==> src/rtl/core_dispatcher_in_if.sv <==
// core_dispatcher_in_if: FPGA-side stream, per-core output lanes and dispatch status
interface core_dispatcher_in_if #(
  parameter int M_COUNT    = 4,
  parameter int DATA_WIDTH = 32
);
  logic                          s_valid;
  logic                          s_ready;
  logic                          s_last;
  logic [DATA_WIDTH-1:0]         s_data;
  logic [M_COUNT-1:0]            access_core_in;
  logic [M_COUNT-1:0]            m_valid;
  logic [M_COUNT-1:0]            m_ready;
  logic [M_COUNT-1:0]            m_last;
  logic [M_COUNT*DATA_WIDTH-1:0] m_data;
  logic                          active;
  logic [$clog2(M_COUNT)-1:0]    cur_core;
  modport slave (
    input  s_valid, s_last, s_data, access_core_in, m_ready,
    output s_ready, m_valid, m_last, m_data, active, cur_core
  );
  modport master (
    output s_valid, s_last, s_data, access_core_in, m_ready,
    input  s_ready, m_valid, m_last, m_data, active, cur_core
  );
endinterface

==> src/rtl/core_dispatcher_in.sv <==
// core_dispatcher_in: buffers the inbound FPGA stream and dispatches whole frames round-robin to enabled cores
module core_dispatcher_in #(
  parameter int M_COUNT    = 4,
  parameter int DATA_WIDTH = 32,
  parameter int FIFO_DEPTH = 4
) (
  input logic                 clk,
  input logic                 resetb,
  core_dispatcher_in_if.slave bus
);
  localparam int AW = $clog2(FIFO_DEPTH);
  localparam int CW = $clog2(M_COUNT);
  typedef enum logic {IDLE, SEND} state_t;
  logic [DATA_WIDTH:0]           mem [FIFO_DEPTH];
  logic [AW-1:0]                 wr_ptr, rd_ptr;
  logic [AW:0]                   count, count_next;
  logic                          ready, push, pop, empty, found, active;
  logic [DATA_WIDTH:0]           head;
  state_t                        state;
  logic [CW-1:0]                 cur_core, rr_ptr, sel;
  logic [M_COUNT-1:0]            m_valid, m_last;
  logic [M_COUNT*DATA_WIDTH-1:0] m_data;
  int                            idx;
  assign empty      = count == '0;
  assign head       = mem[rd_ptr];
  assign push       = bus.s_valid && ready;
  assign pop        = state == SEND && !empty && bus.m_ready[cur_core];
  assign count_next = count + (AW+1)'(push) - (AW+1)'(pop);
  // Storage only; entries beyond the count are never observed, so no reset
  always_ff @(posedge clk)
    if (push) mem[wr_ptr] <= {bus.s_last, bus.s_data};
  // Pointers and count; ready is registered from the next count so a full FIFO stays closed even while popping
  always_ff @(posedge clk or negedge resetb)
    if (!resetb) begin
      wr_ptr <= '0;
      rd_ptr <= '0;
      count  <= '0;
      ready  <= 1'b0;
    end else begin
      if (push) wr_ptr <= wr_ptr + 1'b1;
      if (pop) rd_ptr <= rd_ptr + 1'b1;
      count <= count_next;
      ready <= count_next != (AW+1)'(FIFO_DEPTH);
    end
  // First enabled core at or after rr_ptr, wrapping; lowest offset wins
  always_comb begin
    sel   = '0;
    found = 1'b0;
    idx   = 0;
    for (int k = M_COUNT - 1; k >= 0; k--) begin
      idx = int'(rr_ptr) + k;
      idx = idx >= M_COUNT ? idx - M_COUNT : idx;
      if (bus.access_core_in[CW'(idx)]) begin
        sel   = CW'(idx);
        found = 1'b1;
      end
    end
  end
  // Dispatcher: lock a frame to a core in IDLE, release it after the last beat pops
  always_ff @(posedge clk or negedge resetb)
    if (!resetb) begin
      state    <= IDLE;
      rr_ptr   <= '0;
      cur_core <= '0;
      active   <= 1'b0;
    end else if (state == IDLE) begin
      if (found && !empty) begin
        cur_core <= sel;
        state    <= SEND;
        active   <= 1'b1;
      end
    end else if (pop && head[DATA_WIDTH]) begin
      state  <= IDLE;
      active <= 1'b0;
      rr_ptr <= cur_core == CW'(M_COUNT - 1) ? '0 : cur_core + 1'b1;
    end
  // Only the locked core's lane is driven; every other lane reads zero
  always_comb begin
    m_valid = '0;
    m_last  = '0;
    m_data  = '0;
    if (state == SEND && !empty) begin
      m_valid[cur_core]                         = 1'b1;
      m_last[cur_core]                          = head[DATA_WIDTH];
      m_data[cur_core*DATA_WIDTH +: DATA_WIDTH] = head[DATA_WIDTH-1:0];
    end
  end
  assign bus.s_ready  = ready;
  assign bus.m_valid  = m_valid;
  assign bus.m_last   = m_last;
  assign bus.m_data   = m_data;
  assign bus.active   = active;
  assign bus.cur_core = cur_core;
endmodule

==> src/flat_wrapper.sv <==
// flat-port wrapper written by rule: the top's interface ports become plain ports
module core_dispatcher_in_flat 
#(
  parameter int M_COUNT    = 4,
  parameter int DATA_WIDTH = 32,
  parameter int FIFO_DEPTH = 4
)
  (clk, resetb, bus_s_valid, bus_s_last, bus_s_data, bus_access_core_in, bus_m_ready, bus_s_ready, bus_m_valid, bus_m_last, bus_m_data, bus_active, bus_cur_core);
  core_dispatcher_in_if #(.M_COUNT(M_COUNT), .DATA_WIDTH(DATA_WIDTH)) bus_i ();
  input logic clk;
  input logic resetb;
  input wire logic [$bits(bus_i.s_valid)-1:0] bus_s_valid;
  input wire logic [$bits(bus_i.s_last)-1:0] bus_s_last;
  input wire logic [$bits(bus_i.s_data)-1:0] bus_s_data;
  input wire logic [$bits(bus_i.access_core_in)-1:0] bus_access_core_in;
  input wire logic [$bits(bus_i.m_ready)-1:0] bus_m_ready;
  output wire logic [$bits(bus_i.s_ready)-1:0] bus_s_ready;
  output wire logic [$bits(bus_i.m_valid)-1:0] bus_m_valid;
  output wire logic [$bits(bus_i.m_last)-1:0] bus_m_last;
  output wire logic [$bits(bus_i.m_data)-1:0] bus_m_data;
  output wire logic [$bits(bus_i.active)-1:0] bus_active;
  output wire logic [$bits(bus_i.cur_core)-1:0] bus_cur_core;
  assign bus_i.s_valid = bus_s_valid;
  assign bus_i.s_last = bus_s_last;
  assign bus_i.s_data = bus_s_data;
  assign bus_i.access_core_in = bus_access_core_in;
  assign bus_i.m_ready = bus_m_ready;
  assign bus_s_ready = bus_i.s_ready;
  assign bus_m_valid = bus_i.m_valid;
  assign bus_m_last = bus_i.m_last;
  assign bus_m_data = bus_i.m_data;
  assign bus_active = bus_i.active;
  assign bus_cur_core = bus_i.cur_core;
  core_dispatcher_in #(.M_COUNT(M_COUNT), .DATA_WIDTH(DATA_WIDTH), .FIFO_DEPTH(FIFO_DEPTH)) u_core (.clk(clk), .resetb(resetb), .bus(bus_i));
endmodule
==> config.mk <==
export PLATFORM = sky130hd
export DESIGN_NAME = core_dispatcher_in_flat
export DESIGN_NICKNAME = d
export VERILOG_FILES = /design/src/rtl/core_dispatcher_in_if.sv /design/src/rtl/core_dispatcher_in.sv /design/src/flat_wrapper.sv
export SDC_FILE = /design/constraint.sdc
export NUM_CORES = 1
export LEC_CHECK = 0
export CAP_MARGIN = 20
export CORE_MARGIN = 8
export CORE_UTILIZATION = 40
export DETAILED_ROUTE_END_ITERATION = 7
export PLACE_DENSITY = 0.69
export SETUP_SLACK_MARGIN = 0.4
export SYNTH_ARGS = -nofsm -noshare
export SYNTH_HDL_FRONTEND = slang
export SYNTH_SLANG_ARGS = --single-unit
export TNS_END_PERCENT = 5
==> constraint.sdc <==
create_clock -name clk -period 6.5 [get_ports clk]
set_input_delay 0.975 -clock clk [delete_from_list [all_inputs] [get_ports clk]]
set_output_delay 0.975 -clock clk [all_outputs]
set_load 0.01 [all_outputs]
# ---- Yosys cells after proc, flatten, opt, wreduce, memory -nomap -nowiden
# Memory sizes are Yosys's and may differ from the RTL's.
# Cells that the tools add are included.
dict set report totals {
  romBits 0
  output_inout_bits 140
  ramBits 132
  mem_count 1
  latchBits 0
  wordCells 92
  register_bits 14
  in_bits 44
}
dict set report classes {
  shifts 2
  n_mul 0
  n_mux 40
  bitwise_logic 3
  n_div 0
  n_eq_ne 3
  n_addsub 13
  n_lt_le_gt_ge 10
  reduce_logical 12
}
# name depth width read_ports rd_clocked_by_memory_dff write_ports line_no
set memory_table {}
lappend memory_table {u_core.mem 4 33 1 0 1 core_dispatcher_in.sv:14} ;# logic [DATA_WIDTH:0] mem [FIFO_DEPTH];
# op count
set op_table {}
lappend op_table {{$and 128x128->128} 1}
lappend op_table {{$mux 128} 1}
lappend op_table {{$shift 32x34->128 const A} 1}
lappend op_table {{$shiftx 32x34->128} 1}
lappend op_table {{$neg 7->34} 1}
lappend op_table {{$mux 1} 22}
lappend op_table {{$mux 2} 9}
lappend op_table {{$lt 2x4->1 const B} 4}
lappend op_table {{$bmux 1 s2} 5}
lappend op_table {{$ge 3x3->1 const B} 3}
lappend op_table {{$mux 4} 2}
lappend op_table {{$sub 2x1->2 const B} 4}
lappend op_table {{$add 2x1->2 const B} 3}
lappend op_table {{$add 2x2->3 const B} 2}
lappend op_table {{$logic_and 1x1->1} 6}
lappend op_table {{$reduce_and 2->1} 3}
lappend op_table {{$and 4x4->4} 1}
lappend op_table {{$add 2x1->3 const B} 1}
lappend op_table {{$add 3x1->3} 1}
lappend op_table {{$ge 2x3->1 const B} 1}
lappend op_table {{$logic_not 3->1} 1}
lappend op_table {{$lt 2x3->1 const B} 1}
lappend op_table {{$ne 3x3->1 const B} 1}
lappend op_table {{$sub 3x1->3} 1}
lappend op_table {{7 further kinds} 7}

# ---- Depth between registers and ports, before layout
dict set report logic_depth {
  word_depth 13
  ltp_mapped 10
  ltp_nobuf 8
}

# ---- Worst setup path after synthesis
# No wires, ideal clock.
dict set report synth_path {
  kind {in2reg}
  startpoint {input port bus_m_ready[3]}
  endpoint {register u_core.ready (netlist: u_core.bus.s_ready)}
  setup_time_ns 0.125
  n_path_buf 1
  setup_slack_ns 3.566
  path_stages 9
  required_time_ns 6.375
  t_arrival_ns 2.810
  cell_sequence {mux4_2 > and2_4 > buf_6 > ha_1 > inv_1 > ha_1 > fa_1 > xnor2_1 > nand2_1}
}
dict set report synth_via {
  elab_chain_cells 5
}
# element line_no
set synth_lines {}
lappend synth_lines {{from (decl)} flat_wrapper.sv:16} ;# input wire logic [$bits(bus_i.m_ready)-1:0] bus_m_ready;
lappend synth_lines {{$bmux 1 s2} core_dispatcher_in.sv:27} ;# assign pop = state == SEND && !empty && bus.m_ready[cur_core];
lappend synth_lines {{$mux 1 (not written as such)} core_dispatcher_in.sv:27}
lappend synth_lines {{$logic_and 1x1->1} core_dispatcher_in.sv:27}
lappend synth_lines {{named net u_core.pop} core_dispatcher_in.sv:17} ;# logic ready, push, pop, empty, found, active;
lappend synth_lines {{$sub 3x1->3} core_dispatcher_in.sv:28} ;# assign count_next = count + (AW+1)'(push) - (AW+1)'(pop);
lappend synth_lines {{named net u_core.count_next[2]} core_dispatcher_in.sv:16} ;# logic [AW:0] count, count_next;
lappend synth_lines {{$ne 3x3->1} core_dispatcher_in.sv:43} ;# ready <= count_next != (AW+1)'(FIFO_DEPTH);
lappend synth_lines {{to (signal assigned)} core_dispatcher_in.sv:43}
lappend synth_lines {{to (decl)} core_dispatcher_in.sv:17}
# The timed path passes the listed nets, and every way through them passes these cells. The select of a mux whose other input is x is not followed.
# A chain may end at the register's enable or synchronous reset.

# ---- Worst setup path in the final report
dict set report layout_path {
  startpoint {register u_core.cur_core[0] (netlist: u_core.bus.cur_core[0])}
  endpoint {output port bus_m_data[44]}
}
dict set report layout_via {
  elab_chain_cells 4
  word_cells_on_any_way 5
  cone_classes {add/sub (1); shift (2); mux (1); bitwise (1)}
}
# element line_no
set layout_lines {}
lappend layout_lines {{from (decl)} core_dispatcher_in.sv:20} ;# logic [CW-1:0] cur_core, rr_ptr, sel;
lappend layout_lines {{from (signal assigned)} core_dispatcher_in.sv:68} ;# cur_core <= sel;
lappend layout_lines {{$neg 7->34 *} core_dispatcher_in.sv:85} ;# m_data[cur_core*DATA_WIDTH +: DATA_WIDTH] = head[DATA_WIDTH-1:0];
lappend layout_lines {{$shiftx 32x34->128 or $shift 32x34->128 (tied branches)} core_dispatcher_in.sv:85}
lappend layout_lines {{$and 128x128->128 (no source line) *} n/a}
lappend layout_lines {{$mux 128 *} core_dispatcher_in.sv:82} ;# if (state == SEND && !empty) begin
lappend layout_lines {{to (decl)} flat_wrapper.sv:20} ;# output wire logic [$bits(bus_i.m_data)-1:0] bus_m_data;
# Mark *: on every way between the ends. The rest lies on a longest branch, timed or not.

==> impl_metrics.json <==
{
  "path_cells": "inv_1, ha_1, nand4b_1, nor2_2, buf_4, and2_1, clkdlybuf4s50_1",
  "cp_top_family": "simple AND/OR/NAND/NOR gates",
  "drive_gt1_share_pct": 13.3,
  "place_congestion": 0.762,
  "cts_tree": "done",
  "initial_utilization_pct": 40.5,
  "synth_edf_count": 132,
  "place_hpwl_mm": 10.6,
  "ys_top_cells_by_count": "and2_1, edfxtp_1, mux4_2",
  "fp.dieH_um": 145,
  "async_reset_ff_share_pct": 9.59,
  "fin_nets": 661,
  "fin_ws_ps": 2080,
  "slowest_stage": "nor2_2",
  "peakVddDrop_uv": 215,
  "antenna_found_initial": 0,
  "startpoint_type": "register",
  "cp.arrival_ps": 3440,
  "coreArea_mm2": 0.0164,
  "htreeDepth": 4,
  "die_x_um": 145,
  "required_ps": 5520,
  "outcome": "finished clean",
  "drt_iter0_markers": 176,
  "die_area_mm2": 0.0210,
  "wirelength_mm": 15.7,
  "drtPass1Iterations": 4,
  "fmax_mhz": 226,
  "synth_cell_types": 39,
  "final_cells": 835,
  "synth_top_area_share_pct": 59.7,
  "syn-instance-count": 417,
  "track_usage_pct": 15.4,
  "p_leak_uw": 0.00329,
  "fin_setup_tns_ps": 0,
  "crit_type": "register to primary output",
  "cts_max_path_buffers": 2,
  "drv_slew": 0,
  "clk_latency_ps": 410,
  "fin_crit_sh_pct": 68.0,
  "crit_buf_inv": 3,
  "overflow": 0,
  "synthTopCellsByArea": "edfxtp_1, and2_1, mux4_2",
  "final-hold-violation-count": 0,
  "synth.cell_area_mm2": 0.00664,
  "crit_fanout": 18,
  "place_inst": 801,
  "yosysSeqAreaShare_pct": 65.0,
  "p_per_area_mw_per_mm2": 379,
  "end_kind": "primary output",
  "avgViaCountPerCell": 4.89,
  "area_growth_pct": 39.9,
  "fin_skew_ps": 7.67,
  "slew_headroom_pct": 36.3,
  "drcViolationCount": 0,
  "row_count": 47,
  "worst_pin_slew_ps": 955,
  "multi_input_area_mm2": 0.00217,
  "maxCapViolCount": 0,
  "fill_cells": 1297,
  "io_pins": 184,
  "dpl_worst_slack_ps": 2410,
  "register_area_mm2": 0.00432,
  "cts_sinks": 146,
  "fin_crit_ps": 4420,
  "syn_avg_cell_area_um2": 15.9,
  "ys_ff_latch": 146,
  "routedWlPerCell_um": 18.8,
  "hp-class": "register to register",
  "grt_max_degree": 36,
  "synth_top_cell_by_area": "edfxtp_1",
  "grt_pass1_wl_mm": 23.8,
  "grt_pass1_vias": 4397,
  "ys_warn_count": 0,
  "numCtsBuffers": 17,
  "setup_violations": 0,
  "diodes": 0,
  "grt_setup_unrepaired": "no",
  "clk_pin_slew_ps": 60,
  "synth_ff_type": "edfxtp_1",
  "cts_setup_buffers": 0,
  "cts_hold_buf": 0,
  "antenna_left": 0,
  "synth_nets": 476,
  "io_buffers": 183,
  "slowest_delay_ps": 600,
  "vias": 4079,
  "cts.repair.resized": 0,
  "clock-root-buffer": "clkbuf_16"
}
==> logic make-up (layout without fill, tap and decap cells) <==
logic type                 count (synthesis)  in the layout  share of synthesized area, %
muxes                                     36             36                          12.0
adders and majority gates                 15             15                          2.94
buffers and inverters                     33            231                          2.51
AOI/OAI and AO/OA                         15             15                          1.53
and+or+nand+nor                          167            167                          15.4
xor gates and xnor gates                   5              5                         0.660
DFF                                      146            146                          65.0
==> power by group <==
group	total [uW]	switching, uW	internal [uW]	leakage [uW]
Sequential	1370	127	1240	0.00137
Clock	967	366	601	0.000286
Combinational	1190	594	591	0.00164
==> path summary, 6_finish.rpt <==
path / from / end / slack (ps) / cells after the start
max: u_core.bus.cur_core[0] / bus_m_data[44] / 2080 / 7
min: u_core.bus.active / u_core.bus.active / 510 / 1
max reg2reg: u_core.bus.cur_core[0] / u_core.bus.s_ready / 3810 / 8
min reg2reg: u_core.bus.active / u_core.bus.active / 510 / 1
max in group asynchronous: resetb / u_core.rd_ptr[1] / 5070 / 1
min in group asynchronous: resetb / u_core.wr_ptr[0] / 960 / 1
==> cell usage in the layout, fill, tap and decap left out, types with 3 or more instances in the layout <==
cell type,instances
bufinv_16,3
and3_2,4
clkbuf_16,17
nor2_1,6
a21oi_1,3
o21ai_0,3
clkdlybuf4s50_1,183
inv_1,11
mux4_2,34
buf_8,3
ha_1,14
xnor2_1,3
edfxtp_1,132
clkinv_2,5
nand2_1,7
and2_1,132
dfrtp_1,12
clkinvlp_4,3
and3_1,5
==> cell type report <==
type                    count  area share (%)
clock inverters            14            1.76
repair buffers            188            20.4
multi-input cells         238            23.4
clock buffers              18            4.62
flip-flops and latches    146            46.5
inverters                  11           0.444
well taps                 220            2.96
==> registers in the layout, indices dropped and copies added (netlist names) <==
name / flops
u_core.count: 3
u_core.bus.active: 1
u_core.rd_ptr: 2
u_core.bus.s_ready: 1
u_core.rr_ptr: 2
u_core.wr_ptr: 2
u_core.state: 1
u_core.mem: 132
u_core.bus.cur_core: 2
==> routing by layer <==
layer  vias up  routed length (um)  track usage (%)
li1       1900                   -                -
met1      2029                6170             16.6
met2       134                8120             27.8
met3        16                1200             4.82
met4         0                 213             5.15
met5         -                   0                0
==> stage by stage <==
step                      hold slack (ps)  cell area, um2  total power [uW]  util, %
after floorplan                       497            6640              2130        -
after global placement                487            8650              2550     52.7
after detailed placement              497            8670              2600     52.8
after CTS                             512            9260              3570     56.5
after global routing                  559            9290              3720     56.6
final                                 512            9290              3520     56.6
(Power assumes the default switching activity.)
